[config.mk]
export PLATFORM = sky130hd
export DESIGN_NAME = pipeline_hazard_ctrl
export DESIGN_NICKNAME = d
export VERILOG_FILES = /design/src/rtl/hazard_pkg.sv /design/src/rtl/load_use_detect.sv /design/src/rtl/pipeline_hazard_ctrl.sv
export SDC_FILE = /design/constraint.sdc
export NUM_CORES = 1
export LEC_CHECK = 0
export ABC_AREA = 0
export CAP_MARGIN = 20
export CELL_PAD_IN_SITES_DETAIL_PLACEMENT = 1
export CELL_PAD_IN_SITES_GLOBAL_PLACEMENT = 1
export CORE_MARGIN = 2
export CORE_UTILIZATION = 29
export CTS_CLUSTER_DIAMETER = 200
export DETAILED_ROUTE_END_ITERATION = 10
export PLACE_DENSITY_LB_ADDON = 0.1
export SYNTH_ARGS = -nofsm -noshare
export SYNTH_HDL_FRONTEND = slang
export SYNTH_SLANG_ARGS = --single-unit
[constraint.sdc]
create_clock -name clk -period 2.05 [get_ports clk]
set_input_delay 0.41 -clock clk [delete_from_list [all_inputs] [get_ports clk]]
set_output_delay 0.41 -clock clk [all_outputs]
set_load 0.005 [all_outputs]
[src/rtl/hazard_pkg.sv]
// Shared definitions for the pipeline hazard controller.
//   ctrl_state_e : FSM encodings RUN/WAIT/FAULT (2'd3 is illegal, recovers to RUN)
//   CTRL_STATE_W : width of the exported debug state
//   REG_X0       : architectural zero register, never a real dependency
package hazard_pkg;

  localparam int CTRL_STATE_W = 2;
  localparam logic [4:0] REG_X0 = 5'd0;

  typedef enum logic [CTRL_STATE_W-1:0] {
    RUN   = 2'd0,
    WAIT  = 2'd1,
    FAULT = 2'd2
  } ctrl_state_e;

endpackage

[src/rtl/load_use_detect.sv]
// Combinational load-use hazard term: the EX instruction is a load whose
// destination (other than x0) is read by the ID instruction.
// Ports:
//   ID_rs1Addr/ID_rs2Addr  in  source registers of the ID instruction
//   ID_rs1Used/ID_rs2Used  in  the ID instruction actually reads that source
//   EX_memRead             in  EX instruction is a load
//   EX_rdAddr              in  destination of the EX instruction
//   loadUse                out hazard present this cycle
module load_use_detect
  import hazard_pkg::*;
(
  input  logic [4:0] ID_rs1Addr,
  input  logic [4:0] ID_rs2Addr,
  input  logic       ID_rs1Used,
  input  logic       ID_rs2Used,
  input  logic       EX_memRead,
  input  logic [4:0] EX_rdAddr,
  output logic       loadUse
);

  logic rs1_hit;
  logic rs2_hit;

  assign rs1_hit = ID_rs1Used & (EX_rdAddr == ID_rs1Addr);
  assign rs2_hit = ID_rs2Used & (EX_rdAddr == ID_rs2Addr);
  assign loadUse = EX_memRead & (EX_rdAddr != REG_X0) & (rs1_hit | rs2_hit);

endmodule

[src/rtl/pipeline_hazard_ctrl.sv]
// Stall/flush sequencer for the 5-stage RV32I pipeline. Covers the hazards
// forwarding cannot: load-use bubble, taken-branch flush, and data-memory
// wait states with timeout supervision.
// Optional feature: define HAZARD_PERF_CNT_EN to add saturating performance
// counters (perfStallCycles, perfLoadUse, perfFlushes).
// Ports:
//   clk, rst                 clock, synchronous active-high reset
//   ID_*, EX_memRead/rdAddr  operands for load-use detection
//   EX_branchTaken           branch/jump resolved taken in EX
//   MEM_memReq/MEM_memReady  data-memory access handshake
//   faultClear               leave FAULT state
//   PC_En, *_En, *_Flush     pipeline control; Mealy, act at the next edge
//   memFault                 sticky timeout flag
//   ctrlState                current FSM state (debug)
// Memory handshake: an access stalls the pipeline whenever MEM_memReq is high
// and MEM_memReady is low; MEM_memReady without MEM_memReq carries no meaning.
module pipeline_hazard_ctrl
  import hazard_pkg::*;
#(
  parameter int MEM_TIMEOUT = 16,
  parameter int CNT_W       = 8
) (
  input  logic                    clk,
  input  logic                    rst,
  input  logic [4:0]              ID_rs1Addr,
  input  logic [4:0]              ID_rs2Addr,
  input  logic                    ID_rs1Used,
  input  logic                    ID_rs2Used,
  input  logic                    EX_memRead,
  input  logic [4:0]              EX_rdAddr,
  input  logic                    EX_branchTaken,
  input  logic                    MEM_memReq,
  input  logic                    MEM_memReady,
  input  logic                    faultClear,
  output logic                    PC_En,
  output logic                    IFID_En,
  output logic                    IFID_Flush,
  output logic                    IDEX_En,
  output logic                    IDEX_Flush,
  output logic                    EXMEM_En,
  output logic                    MEMWB_En,
  output logic                    memFault,
  output logic [CTRL_STATE_W-1:0] ctrlState
`ifdef HAZARD_PERF_CNT_EN
  ,
  output logic [31:0]             perfStallCycles,
  output logic [31:0]             perfLoadUse,
  output logic [31:0]             perfFlushes
`endif
);

  localparam logic [CNT_W-1:0] TIMEOUT_C = CNT_W'(MEM_TIMEOUT);

  ctrl_state_e      state_q, state_d;
  logic [CNT_W-1:0] wait_cnt_q, wait_cnt_d;
  logic             fault_q, fault_d;
  logic             load_use;
  logic             mem_stall;
  logic             run_eval;

  load_use_detect u_load_use_detect (
    .ID_rs1Addr (ID_rs1Addr),
    .ID_rs2Addr (ID_rs2Addr),
    .ID_rs1Used (ID_rs1Used),
    .ID_rs2Used (ID_rs2Used),
    .EX_memRead (EX_memRead),
    .EX_rdAddr  (EX_rdAddr),
    .loadUse    (load_use)
  );

  assign mem_stall = MEM_memReq & ~MEM_memReady;

  always_comb begin
    PC_En      = 1'b0;
    IFID_En    = 1'b0;
    IFID_Flush = 1'b0;
    IDEX_En    = 1'b0;
    IDEX_Flush = 1'b0;
    EXMEM_En   = 1'b0;
    MEMWB_En   = 1'b0;
    state_d    = state_q;
    wait_cnt_d = wait_cnt_q;
    fault_d    = fault_q;
    run_eval   = 1'b0;

    case (state_q)
      RUN: begin
        if (mem_stall) begin
          state_d    = WAIT;
          wait_cnt_d = CNT_W'(1);
        end else begin
          run_eval = 1'b1;
        end
      end
      WAIT: begin
        // Release in the ready cycle itself so completion costs no extra cycle.
        if (MEM_memReady) begin
          run_eval   = 1'b1;
          state_d    = RUN;
          wait_cnt_d = '0;
        end else if (wait_cnt_q == TIMEOUT_C) begin
          state_d = FAULT;
          fault_d = 1'b1;
        end else begin
          wait_cnt_d = wait_cnt_q + CNT_W'(1);
        end
      end
      FAULT: begin
        if (faultClear) begin
          state_d    = RUN;
          fault_d    = 1'b0;
          wait_cnt_d = '0;
          IFID_Flush = 1'b1;
          IDEX_Flush = 1'b1;
        end
      end
      default: begin
        state_d    = RUN;
        wait_cnt_d = '0;
      end
    endcase

    // Branch wins over load-use: the ID instruction that would consume the
    // load is being squashed anyway.
    if (run_eval) begin
      if (EX_branchTaken) begin
        {PC_En, IFID_En, IDEX_En, EXMEM_En, MEMWB_En} = 5'b11111;
        IFID_Flush = 1'b1;
        IDEX_Flush = 1'b1;
      end else if (load_use) begin
        IDEX_En    = 1'b1;
        IDEX_Flush = 1'b1;
        EXMEM_En   = 1'b1;
        MEMWB_En   = 1'b1;
      end else begin
        {PC_En, IFID_En, IDEX_En, EXMEM_En, MEMWB_En} = 5'b11111;
      end
    end

    if (rst) begin
      {PC_En, IFID_En, IDEX_En, EXMEM_En, MEMWB_En} = 5'b00000;
      IFID_Flush = 1'b1;
      IDEX_Flush = 1'b1;
    end
  end

  always_ff @(posedge clk) begin
    if (rst) begin
      state_q    <= RUN;
      wait_cnt_q <= '0;
      fault_q    <= 1'b0;
    end else begin
      state_q    <= state_d;
      wait_cnt_q <= wait_cnt_d;
      fault_q    <= fault_d;
    end
  end

  assign memFault  = fault_q;
  assign ctrlState = state_q;

`ifdef HAZARD_PERF_CNT_EN
  logic [31:0] perf_stall_q, perf_lu_q, perf_fl_q;
  logic        lu_fire, br_fire;

  // The bubble is the only pattern with ID/EX loading a flush while PC holds;
  // the branch flush is the only one that flushes while PC advances.
  assign lu_fire = IDEX_En & IDEX_Flush & ~PC_En;
  assign br_fire = PC_En & IFID_Flush;

  always_ff @(posedge clk) begin
    if (rst) begin
      perf_stall_q <= '0;
      perf_lu_q    <= '0;
      perf_fl_q    <= '0;
    end else begin
      if (!PC_En && perf_stall_q != 32'hFFFF_FFFF) perf_stall_q <= perf_stall_q + 32'd1;
      if (lu_fire && perf_lu_q != 32'hFFFF_FFFF)   perf_lu_q    <= perf_lu_q + 32'd1;
      if (br_fire && perf_fl_q != 32'hFFFF_FFFF)   perf_fl_q    <= perf_fl_q + 32'd1;
    end
  end

  assign perfStallCycles = perf_stall_q;
  assign perfLoadUse     = perf_lu_q;
  assign perfFlushes     = perf_fl_q;
`endif

endmodule
[Yosys cells after proc, flatten, opt, wreduce, memory -nomap -nowiden]
Cells that the tools add are included.
Word-level totals
  bits in registers: 11
  bits of input ports: 24
  output and inout port bits: 10
  logic and storage cells: 60
Operators by class
  add/sub/neg operators: 1
  equal/unequal tests: 11
  muxes and demuxes: 32
  bitwise gates (word level): 7
  reduce and logical (&&, ||, !) cells: 6
Operators with widths (number)
  2-to-1 mux 8 bit: 4
  case mux 8 bit (3 select lines): 1
  2-to-1 mux 1 bit: 20
  equality test 5 bit: 2
  adder 8 x 1 -> 8 bit (second input constant): 1
  equality test 8 x 5 -> 1 bit (second input constant): 1
  2-to-1 mux 2 bit: 4
  != test 2 bit (second input constant): 4
  != test 3 bit (second input constant): 2
  case mux 2 bit (3 select lines): 1
  AND reduction 3 bit: 2
  AND 1 bit: 5
  nonzero test 5 bit: 1
  case mux 1 bit (2 select lines): 2
  AND reduction 4 bit: 1
  equality test 2 x 1 -> 1 bit (second input constant): 1
  equality test 2 bit (second input constant): 1
  zero test 2 bit: 1
  nonzero test 2 bit: 1
  inverter 1 bit: 1
  OR 1 bit: 1

[Longest topological paths before layout]
  depth after elaboration: 8
  mapped depth: 7
  gate-level depth less buffers: 6

[By module]
From an unflattened synthesis, not the netlist that was laid out.
Second synthesis, totals
  cells, all modules: 101
  area, all modules: 800.8 um2
Modules (own cells, without submodules)
  pipeline_hazard_ctrl: times used 1, cells each 84, area an instance 666.9 um2, sequential area each 220.2 um2
  load_use_detect: times used 1, cells each 17, area an instance 133.9 um2, sequential area each 0.0 um2

[Worst setup path before layout]
Ideal clock, no wire load.
  path type: input port to output port
  start point: input port EX_rdAddr[0]
  end point: output port PC_En
  arrival time: 1393 ps
  data required time: 1640 ps
  path slack: 247 ps
  cell stages on the path: 4
  buffers on the path: 1
  cell sequence: or4_1 o21ai_0 o31a_1 buf_4
Between the ends
  word-level cells in the longest chain between the ends: 8
  elaborated cells between the ends (all ways): 12
  classes of those cells: 2 x eq/ne; 4 x mux; 5 x bitwise; 1 x reduce/logical
Ends and longest elaborated chain
  from (decl): RTL line pipeline_hazard_ctrl.sv:30  | input logic [4:0] EX_rdAddr,
  equality test 5 bit (on tied branches): RTL line load_use_detect.sv:24, load_use_detect.sv:25
  AND 1 bit (on tied branches): RTL line load_use_detect.sv:24, load_use_detect.sv:25
  OR 1 bit: RTL line load_use_detect.sv:26  | assign loadUse = EX_memRead & (EX_rdAddr != REG_X0) & (rs1_hit | rs2_hit);
  AND 1 bit (*): RTL line load_use_detect.sv:26
  2-to-1 mux 1 bit (*) (4 in a row)
  to (decl): RTL line pipeline_hazard_ctrl.sv:35  | output logic PC_En,
Mark *: on every way between the ends. The rest lies on a longest branch, timed or not.

[Final worst setup path]
  start point: input port ID_rs1Addr[0]
  end point: output port IDEX_Flush
Between the ends
  word-level cells in the longest chain between the ends: 8
Ends and longest elaborated chain
  from (decl): RTL line pipeline_hazard_ctrl.sv:25  | input logic [4:0] ID_rs1Addr,
  equality test 5 bit: RTL line load_use_detect.sv:24  | assign rs1_hit = ID_rs1Used & (EX_rdAddr == ID_rs1Addr);
  AND 1 bit: RTL line load_use_detect.sv:24
  OR 1 bit: RTL line load_use_detect.sv:26
  AND 1 bit: RTL line load_use_detect.sv:26
  2-to-1 mux 1 bit: RTL line pipeline_hazard_ctrl.sv:130  | end else if (load_use) begin
  2-to-1 mux 1 bit: RTL line pipeline_hazard_ctrl.sv:126  | if (EX_branchTaken) begin
  2-to-1 mux 1 bit: RTL line pipeline_hazard_ctrl.sv:125  | if (run_eval) begin
  2-to-1 mux 1 bit: RTL line pipeline_hazard_ctrl.sv:140  | if (rst) begin
  to (decl): RTL line pipeline_hazard_ctrl.sv:39  | output logic IDEX_Flush,
Every way passes these cells.

==> results.txt <==
- Max-capacitance violation count: 0
- The number of antenna violations at the first check in global routing came to 0.
* Number of primary I/O pins: 34
- Detailed placement finished with a half-perimeter wire length of 1900 um.
- CTS root buffer: sky130_fd_sc_hd__clkbuf_4
- Top achievable clock speed: 0.485 GHz
- Starting density of the core: 0.311
- From left edge to right edge, the die measures 56.0 um.
- sky130_fd_sc_hd__dfxtp_1 takes more of the synthesized area than any other cell.
- Sequential share of power: 0.394
- Final hold violation count: 0
- Of the total power, the share spent switching nets is 0.295.
- The flow ran to the end, but the final reports show violations.
- Cell variety after synth: 31
- Critical path buffers and inverters: 3
- The later pin in the worst-skew pair is clocked with a latency of 0.28 ns.
- GRT Overall Usage: 0.194
* Worst Hold Slack: 0.515 ns
- Max H-tree Level: 1
- For this run, design rule violations remaining after detail routing come to 0.
- By area the synthesized netlist is led by sky130_fd_sc_hd__dfxtp_1, sky130_fd_sc_hd__xor2_1, sky130_fd_sc_hd__nor2_1.
* Failing checks: negative setup slack
- Number of buffers on the longest clock path: 2
* Number of buffers inserted by hold repair at cts: 0
- In this design, the stage delay of the slowest critical-path cell is 0.47 ns.
- Counting every instance in the synthesized netlist gives 92.
- CP arrival: 1.65 ns
- Number of flops mapped to enable cells by yosys: 0
* DP Worst Slack: -0.710 ns
- Count of synthesis-stage warnings from yosys: 0
* Critical setup path kind: input port to output pin
- For this design the static power due to leakage is 0.000570 uW.
- Synthesis produced a netlist with a net count of 118.
- Mean post-synth cell area: 8.53 um2
- The die covers 0.00314 mm2.
- Counting tap cells, the placed design contains a total of 166 instances.
- On the critical path, the stage with the largest delay is an instance of sky130_fd_sc_hd__clkdlybuf4s50_1.
- For the worst setup path, the data required time is 1.64 ns.
- IR analysis of the VDD net gives a maximum drop of 260 uV.
- In this run, synthesis produced a sequential element count of 11.
- Prevailing post-synth register cell: sky130_fd_sc_hd__dfxtp_1
- Placer's final routability congestion estimate: 0.771
- Post-Route WL: 2880 um
- The commonest cells after synthesis are sky130_fd_sc_hd__dfxtp_1, sky130_fd_sc_hd__nor2_1, sky130_fd_sc_hd__xor2_1.
- The die is 56.0 um tall.
* Type of the most critical hold path: input port to flip-flop
- The share of total power dissipated in combinational logic is 0.326.
- IO Port Bufs: 33
- Antenna Nets Post-Route: 0
* Switching pwr: 166 uW
- Relative max-transition margin: 0.622
- The clock drives 11 sinks.
- The total area inside the core boundary comes to 0.00252 mm2.
- In the final layout, the share of cells above drive strength 1 is 0.400.
- Power Dens Cells: 419 mW/mm2
* Worst-path cell chain: clkdlybuf4s50_1 -> xnor2_1 -> a32oi_1 -> buf_4 -> o31ai_2 -> buf_2
- Max-slew violation count: 0
* Number of global-route vias before repair: 997
- Clock tree from TritonCTS: done
* Kind of launch point of the worst setup path: input port
* Total power: 562 uW
- Subtracting the final worst setup slack from the clock period gives 2.06 ns.
- Crit end category: output pin
- Area growth, synth to finish: 70.8%
* Transition time at the pin with the least slew margin: 0.565 ns
- Setup repair after global routing could not meet its margin everywhere.
- Of the total power, the clock network draws 0.280.
* Via density per instance: 4.99
- After the last flow step, the layout net total stands at 177.
- CTS Buf Count: 3
- In the finished design, the share of the clock period the worst path needs comes to 1.01.
- Highest net fanout along the worst path: 2
- For this run the aggregate overflow at the end of global routing stands at 0.
- Largest net degree at the start of global routing: 11
- Endpoints failing setup: 1
* Mapped cell area: 785 um2
* Pint: 396 uW
- In the final routed layout, each cell accounts on average for 16.0 um.
- The repair_antennas step left the layout with diodes totalling 0.
* Global-route wire length before repair: 4730 um
- Final setup skew: 0.0106 ns
- The first detailed-routing pass took 3 iterations.
* Final std cells w/o fill: 180
- Broken down by cell family, the worst path's largest delay share belongs to buffers and inverters.
- The share of synthesized area in the top cell type comes to 0.281.
- Clock-pin slew was measured on the worst setup and hold paths at 0.08 ns.
- Initial detailed-routing violation count: 6
* Sequential cell area fraction in the yosys report: 0.281
* Final worst slack: -0.0123 ns
- Cell Rows: 18
* Share of flip-flops with an asynchronous set or reset: 0
- Via count: 899
==> logic make-up (layout without fill, tap and decap cells) <==
logic type / count (synthesis) / in the layout / share of synthesized area
fa+ha+maj: 2 / 2 / 0.0319
buf+inv: 9 / 67 / 0.0765
compound gates: 26 / 26 / 0.223
flops: 11 / 11 / 0.281
simple gates: 31 / 31 / 0.242
xor+xnor: 13 / 13 / 0.145
==> flip-flops by register name, indices dropped and copies added, names as in the netlist <==
register    count
ctrlState       2
memFault        1
wait_cnt_q      8
==> cell type report <==
class | instances | area (um2)
Clock buffer | 4 | 26.3
Tap cell | 30 | 37.5
Fill cell | 302 | 1180
Timing Repair Buffer | 59 | 473
Sequential cell | 11 | 220
Multi-Input combinational cell | 72 | 568
Inverter | 4 | 15.0
==> layout by cell type, fill, tap and decap left out, types with 2 or more instances in the layout <==
| master | Yosys | routed |
|---|---|---|
| sky130_fd_sc_hd__buf_4 | 3 | 26 |
| sky130_fd_sc_hd__dfxtp_1 | 11 | 11 |
| sky130_fd_sc_hd__nor2_1 | 11 | 9 |
| sky130_fd_sc_hd__clkdlybuf4s50_1 | 0 | 9 |
| sky130_fd_sc_hd__buf_2 | 0 | 9 |
| sky130_fd_sc_hd__xor2_1 | 11 | 7 |
| sky130_fd_sc_hd__dlygate4sd2_1 | 0 | 7 |
| sky130_fd_sc_hd__a21oi_1 | 7 | 6 |
| sky130_fd_sc_hd__inv_1 | 4 | 4 |
| sky130_fd_sc_hd__xor2_2 | 0 | 4 |
| sky130_fd_sc_hd__o21ai_0 | 5 | 4 |
| sky130_fd_sc_hd__or4_1 | 3 | 3 |
| sky130_fd_sc_hd__nand3_1 | 3 | 3 |
| sky130_fd_sc_hd__clkbuf_4 | 0 | 3 |
| sky130_fd_sc_hd__buf_6 | 2 | 3 |
| sky130_fd_sc_hd__nor2_2 | 0 | 2 |
| sky130_fd_sc_hd__o21bai_2 | 0 | 2 |
| sky130_fd_sc_hd__nor4_2 | 0 | 2 |
| sky130_fd_sc_hd__xnor2_1 | 2 | 2 |
| sky130_fd_sc_hd__o21ba_2 | 2 | 2 |
| sky130_fd_sc_hd__nand2_1 | 2 | 2 |
| sky130_fd_sc_hd__and4_1 | 2 | 2 |
| sky130_fd_sc_hd__o2111ai_1 | 2 | 2 |
| sky130_fd_sc_hd__o31ai_1 | 3 | 2 |
| sky130_fd_sc_hd__ha_1 | 2 | 2 |
| sky130_fd_sc_hd__clkbuf_2 | 0 | 2 |
==> power groups by stage <==
stage	clock network (uW)	registers, uW	logic (uW)
after floorplan	0	227	57.3
after CTS	160	222	168
after detailed placement	0	226	162
after global placement	0	226	163
after global routing	173	222	200
final	157	222	183
==> metrics by stage <==
step / instance area, um2 / TNS, ns / util
finish: 1340 / -0.0123 / 0.531
detailed placement: 1230 / -3.87 / 0.487
global route: 1340 / -0.0834 / 0.531
CTS: 1310 / 0 / 0.518
global placement: 1230 / -3.50 / 0.487
floorplan: 785 / 0 / -
==> metal layers <==
metal | GRT usage | wire length, um
met2 | 0.371 | 1540
met5 | 0 | 0
met1 | 0.208 | 1190
met3 | 0.0442 | 94
met4 | 0.0544 | 49
==> worst min-delay path: stages <==
cell and delay [ns]:
sky130_fd_sc_hd__dlymetal6s2s_1 0.15, sky130_fd_sc_hd__buf_4 0.15, sky130_fd_sc_hd__a21oi_1 0.04
==> what timing repair did <==
item	CTS	global route
setup endpoints to repair	7	4
cloned	0	0
buffers inserted	10	1
pin swaps	13	12
resized for setup	67	23
==> path summary, 6_finish.rpt <==
| kind | slack [ns] | to | from | cells past startpoint |
|---|---|---|---|---|
| setup / recovery | -0.01 | IDEX_Flush | ID_rs1Addr[0] | 6 |
| hold / removal | 0.51 | wait_cnt_q[0] | rst | 3 |
| hold reg to reg | 0.52 | wait_cnt_q[7] | wait_cnt_q[7] | 2 |
| setup reg to reg | 0.28 | wait_cnt_q[3] | wait_cnt_q[0] | 6 |
Note: power is estimated with default switching activity, not from simulation.
